<file path="src/rtl/shift_reg_stream.sv">
// Double-buffered PISO shift register with a simultaneous SIPO capture path.
// A one-entry holding register feeds the shifter so consecutive words leave with no gap tick.
module shift_reg_stream #(
  parameter int   WIDTH     = 8,
  parameter bit   MSB_FIRST = 1'b1,
  parameter logic IDLE_VAL  = 1'b0
) (
  input  logic             clk,
  input  logic             reset,
  input  logic             shift_en,
  input  logic [WIDTH-1:0] load_data,
  input  logic             load_valid,
  output logic             load_ready,
  input  logic             ser_in,
  output logic             ser_out,
  output logic [WIDTH-1:0] cap_data,
  output logic             cap_valid,
  output logic             busy
);

  localparam int            CW       = $clog2(WIDTH + 1);
  localparam logic [CW-1:0] CNT_FULL = CW'(WIDTH);
  localparam logic [CW-1:0] CNT_ONE  = CW'(1);

  logic [WIDTH-1:0] r_hold;
  logic             r_hold_full;
  logic [WIDTH-1:0] r_out;
  logic [WIDTH-1:0] r_in;
  logic [CW-1:0]    r_cnt;
  logic [WIDTH-1:0] r_cap_data;
  logic             r_cap_valid;

  logic             w_active;
  logic             w_shift;
  logic             w_last;
  logic             w_reload;
  logic             w_accept;
  logic [WIDTH-1:0] w_in_next;
  logic [WIDTH-1:0] w_out_shift;

  assign w_active = (r_cnt != '0);
  assign w_shift  = shift_en && w_active;
  assign w_last   = shift_en && (r_cnt == CNT_ONE);
  // Reload on an idle tick, or on the last-bit tick for back-to-back words.
  assign w_reload = shift_en && r_hold_full && (!w_active || (r_cnt == CNT_ONE));
  assign w_accept = load_valid && !r_hold_full;

  assign w_in_next   = MSB_FIRST ? {r_in[WIDTH-2:0], ser_in} : {ser_in, r_in[WIDTH-1:1]};
  assign w_out_shift = MSB_FIRST ? {r_out[WIDTH-2:0], 1'b0}  : {1'b0, r_out[WIDTH-1:1]};

  always_ff @(posedge clk or posedge reset) begin
    if (reset) begin
      r_hold      <= '0;
      r_hold_full <= 1'b0;
      r_out       <= '0;
      r_in        <= '0;
      r_cnt       <= '0;
      r_cap_data  <= '0;
      r_cap_valid <= 1'b0;
    end else begin
      if (w_accept) r_hold <= load_data;
      if (w_reload)      r_hold_full <= 1'b0;
      else if (w_accept) r_hold_full <= 1'b1;

      r_cap_valid <= w_last;
      if (w_last)  r_cap_data <= w_in_next;
      if (w_shift) r_in       <= w_in_next;

      if (w_reload) begin
        r_out <= r_hold;
        r_cnt <= CNT_FULL;
      end else if (w_shift) begin
        r_cnt <= r_cnt - CNT_ONE;
        if (!w_last) r_out <= w_out_shift;
      end
    end
  end

  assign load_ready = !r_hold_full;
  assign busy       = w_active || r_hold_full;
  assign cap_data   = r_cap_data;
  assign cap_valid  = r_cap_valid;
  assign ser_out    = w_active ? (MSB_FIRST ? r_out[WIDTH-1] : r_out[0]) : IDLE_VAL;

endmodule

</file>
<file path="config.mk">
export PLATFORM = sky130hd
export DESIGN_NAME = shift_reg_stream
export DESIGN_NICKNAME = d
export VERILOG_FILES = /design/src/rtl/shift_reg_stream.sv
export SDC_FILE = /design/constraint.sdc
export NUM_CORES = 1
export LEC_CHECK = 0
export ABC_AREA = 1
export CORE_ASPECT_RATIO = 0.7
export CORE_UTILIZATION = 40
export DETAILED_ROUTE_END_ITERATION = 10
export MAX_ROUTING_LAYER = met4
export SYNTH_ARGS = -nofsm -noshare
export SYNTH_HDL_FRONTEND = slang
export SYNTH_SLANG_ARGS = --single-unit
</file>
<file path="constraint.sdc">
create_clock -name clk -period 2.15 [get_ports clk]
set_input_delay 0.215 -clock clk [delete_from_list [all_inputs] [get_ports clk]]
set_output_delay 0.215 -clock clk [all_outputs]
set_load 0.01 [all_outputs]
</file>
==> insert_results.sql <==
INSERT INTO impl_metrics (metric_group, metric, value, unit) VALUES
('timing', 'worst_clock_skew', '0.00436', 'ns'),
('min_path', 'hold_path_class', 'input port to asynchronous set/reset pin', ''),
('timing', 'rsz_0062_raised_after_global_routing', 'no', ''),
('floorplan', 'die_area', '4380', 'um2'),
('placement', 'finalWeightedCongestion', '0.750', ''),
('timing', 'setup_viol', '0', ''),
('global_routing', 'grt_pass1_wl', '5.38', 'mm'),
('power_and_ir_drop', 'leakage', '1.05', 'nW'),
('cells_and_area', 'layout.cells.non_filler', '270', ''),
('cells_and_area', 'finish.instance_area', '2030', 'um2'),
('floorplan', 'initial_core_util', '42.0', '%'),
('cts', 'tritoncts_clock_tree', 'done', ''),
('synth', 'synth-warning-count', '0', ''),
('setup_path', 'rrSetupSlack', '0.53', 'ns'),
('cts', 'insertion_delay', '0.29', 'ns'),
('drt', 'via_count', '1252', ''),
('setup_path', 'critical_path_arrival', '1.83', 'ns'),
('drt', 'wirelength', '3.01', 'mm'),
('timing', 'final_hold_viol_count', '0', ''),
('synth', 'synth_fp_nets', '205', ''),
('setup_path', 'critical_path_class', 'register to output pin', ''),
('drt', 'drt_pass_1_iters', '4', ''),
('power_and_ir_drop', 'total_power', '2.69', 'mW'),
('cts', 'holdBufCountCts', '0', ''),
('floorplan', 'io-pin-count', '25', ''),
('synth', 'synthCells', '189', ''),
('global_routing', 'grt_overflow', '0', ''),
('timing', 'period_share', '95.2', '%'),
('power_and_ir_drop', 'swShare', '35.6', '%'),
('floorplan', 'die_y', '55.7', 'um'),
('cts', 'cts.sinks', '37', ''),
('synth', 'syn_area', '1650', 'um2'),
('power_and_ir_drop', 'power.share.sequential', '43.3', '%'),
('cells_and_area', 'layout-area-overhead-vs-synth', '23.0', '%'),
('cells_and_area', 'final_layout_size_suffix_gt1_share', '10.6', '%'),
('drt', 'remaining_drc_errors', '0', ''),
('flow_run', 'maxCapViolations', '0', ''),
('timing', 'slew_headroom', '62.6', '%'),
('cts', 'clock_tree.buffer_depth', '2', ''),
('global_routing', 'grt_pass1_vias', '1175', ''),
('cts', 'cts_max_level', '2', ''),
('setup_path', 'critPathMaxFanout', '5', ''),
('cts', 'cts_root_buffer', 'clkbuf_8', ''),
('setup_path', 'nature_of_the_critical_path_startpoint', 'register', ''),
('setup_path', 'reg_to_reg_start', 'r_cnt[0]', ''),
('global_routing', 'grt_max_degree', '38', ''),
('placement', 'io_buffers', '24', ''),
('setup_path', 'required_time_of_the_worst_setup_path', '1.93', 'ns'),
('cts', 'cts_post_setup_buffers_inserted', '0', ''),
('placement', 'placed_cells', '262', ''),
('cells_and_area', 'antenna_diode_instance_count', '0', ''),
('timing', 'max_freq', '489', 'MHz'),
('drt', 'vias_per_cell', '4.64', ''),
('cts', 'post_cts.resized_instances', '0', ''),
('timing', 'totalNegativeSetupSlack', '0', 'ns'),
('power_and_ir_drop', 'share_clk_of_total_power', '19.8', '%'),
('synth', 'yosys_register_bits', '37', ''),
('synth', 'postSynthAreaPerCell', '8.71', 'um2'),
('placement', 'dp.final_hpwl', '2.21', 'mm'),
('drt', 'avgRoutedWirePerCell', '11.1', 'um'),
('power_and_ir_drop', 'max-vdd-ir-drop', '0.000629', 'V'),
('status', 'outcome', 'finished clean', ''),
('timing', 'worst-slew-pin-transition', '0.559', 'ns'),
('setup_path', 'r2r.worst_path.cells', '5', ''),
('cells_and_area', 'num-nets-final', '233', ''),
('drt', 'ant_nets', '0', ''),
('cts', 'clkTransAtPathRegs', '0.07', 'ns'),
('placement', 'post_dp_cell_area', '1920', 'um2'),
('power_and_ir_drop', 'net-switching-power', '0.957', 'mW'),
('floorplan', 'placeableCoreArea', '3920', 'um2'),
('power_and_ir_drop', 'internal_power', '1.73', 'mW'),
('timing', 'slew_viol_final', '0', ''),
('synth', 'synth_sequential_area_ratio', '56.2', '%'),
('floorplan', 'fp.dieW', '78.7', 'um'),
('timing', 'final_period_minus_worst_setup_slack', '2.05', 'ns'),
('synth', 'synthDistinctLibCells', '23', ''),
('floorplan', 'floorplan.rows', '19', ''),
('global_routing', 'global_route.usage.total', '17.0', '%'),
('cts', 'cts-buffers-inserted', '5', ''),
('global_routing', 'grt_antenna_before_repair', '0', ''),
('drt', 'number_of_drc_markers_in_iteration_0', '53', ''),
('setup_path', 'timing.critical_path.to_type', 'output pin', ''),
('setup_path', 'rr_endpoint', 'r_cnt[0]', ''),
('power_and_ir_drop', 'power_density', '1330', 'nW/um2'),
('power_and_ir_drop', 'p_comb_share', '37.0', '%');
routing by layer:
| metal | up-vias | GRT usage (%) | share of wire (%) |
|---|---|---|---|
| met2 | 20 | 23.9 | 46 |
| li1 | 637 | - | - |
| met5 | - | - | 0 |
| met3 | 6 | 4.43 | 3.8 |
| met1 | 589 | 22.4 | 47 |
| met4 | 0 | 9.52 | 2.7 |
registers in the layout, summed over array words and instances, names as in the netlist:
signal / flops
r_cnt: 4
cap_valid: 1
r_out: 8
r_hold_full: 1
r_in: 7
cap_data: 8
r_hold: 8
critical path, stage by stage (launching register included):
cell,delay (ns)
dfrtp_1,0.42
inv_1,0.09
ha_1,0.23
nand2_2,0.11
inv_1,0.07
nor2_1,0.09
clkdlybuf4s50_1,0.53
area by class of cell:
cell class / count / area (um2)
Clock buffer: 7 / 96.3
Clock inverter: 1 / 5.00
Fill cell: 383 / 1900
Inverter: 28 / 105
Multi-Input combinational cell: 120 / 581
Sequential cell: 37 / 926
Tap cell: 52 / 65.1
Timing Repair Buffer: 25 / 248
logic make-up after synthesis:
family,share of synthesized area [%]
AO/OA/AOI/OAI,10.6
XOR/XNOR,0.532
adder cells (fa/ha/maj),2.28
buffers and inverters,8.51
flip-flops,56.2
multiplexers,0.684
AND/OR/NAND/NOR,21.1
layout by cell type (no fill, tap or decap), drive strengths merged, types with 3 or more instances in the layout:
cell	n
ha	3
nand3	5
o21a	3
clkdlybuf4s50	24
dfrtp	37
inv	28
o21ai	21
nor2	10
nand2	66
a21oi	7
clkbuf	7
through the flow:
stage | util, % | worst slack, ns | hold slack [ns]
floorplan | - | 0.834 | 0.332
global placement | 49.1 | 0.453 | 0.454
detailed placement | 49.1 | 0.403 | 0.459
CTS | 51.6 | 0.0788 | 0.351
global route | 51.6 | 0.00969 | 0.385
finish | 51.6 | 0.104 | 0.335
power groups by stage:
| stage | Clock, mW | Combinational, mW | Sequential [mW] |
|---|---|---|---|
| 2_1_floorplan | 0 | 0.657 | 1.18 |
| 3_3_place_gp | 0 | 0.979 | 1.16 |
| 3_5_place_dp | 0 | 1.01 | 1.18 |
| 4_1_cts | 0.553 | 1.01 | 1.17 |
| 5_1_grt | 0.573 | 1.15 | 1.20 |
| 6_report | 0.532 | 0.995 | 1.16 |
worst max path at each step:
stage,to,from,slack (ns),cells after the start
after floorplan,r_cnt[3],r_cnt[0],0.83,9
after global placement,ser_out,r_cnt[0],0.45,6
after detailed placement,ser_out,r_cnt[0],0.40,6
after CTS,ser_out,r_cnt[0],0.08,6
after global routing,busy,r_cnt[0],0.01,6
final,ser_out,r_cnt[0],0.10,6
Yosys cell counts:
library cell  number  share of area (%)
nand2_2            4                1.5
o21a_1             3                1.4
nor2_4             1               0.68
mux2_2             1               0.68
o211ai_2           1               0.76
nand3b_1           1               0.46
a21oi_1            7                2.1
nor2_1             8                1.8
buf_4              1               0.46
xor2_1             1               0.53
ha_1               3                2.3
o21ai_0           14                4.3
dfrtp_1           37                 56
nand3_1            4                1.2
nand2_1           62                 14
inv_2              5                1.1
buf_2              1               0.30
o21ai_1            7                2.1
nor3_1             1               0.30
inv_1             23                5.2
buf_6              2                1.4
nor2_2             1               0.38
nand3_2            1               0.61
(Power assumes the default switching activity.)
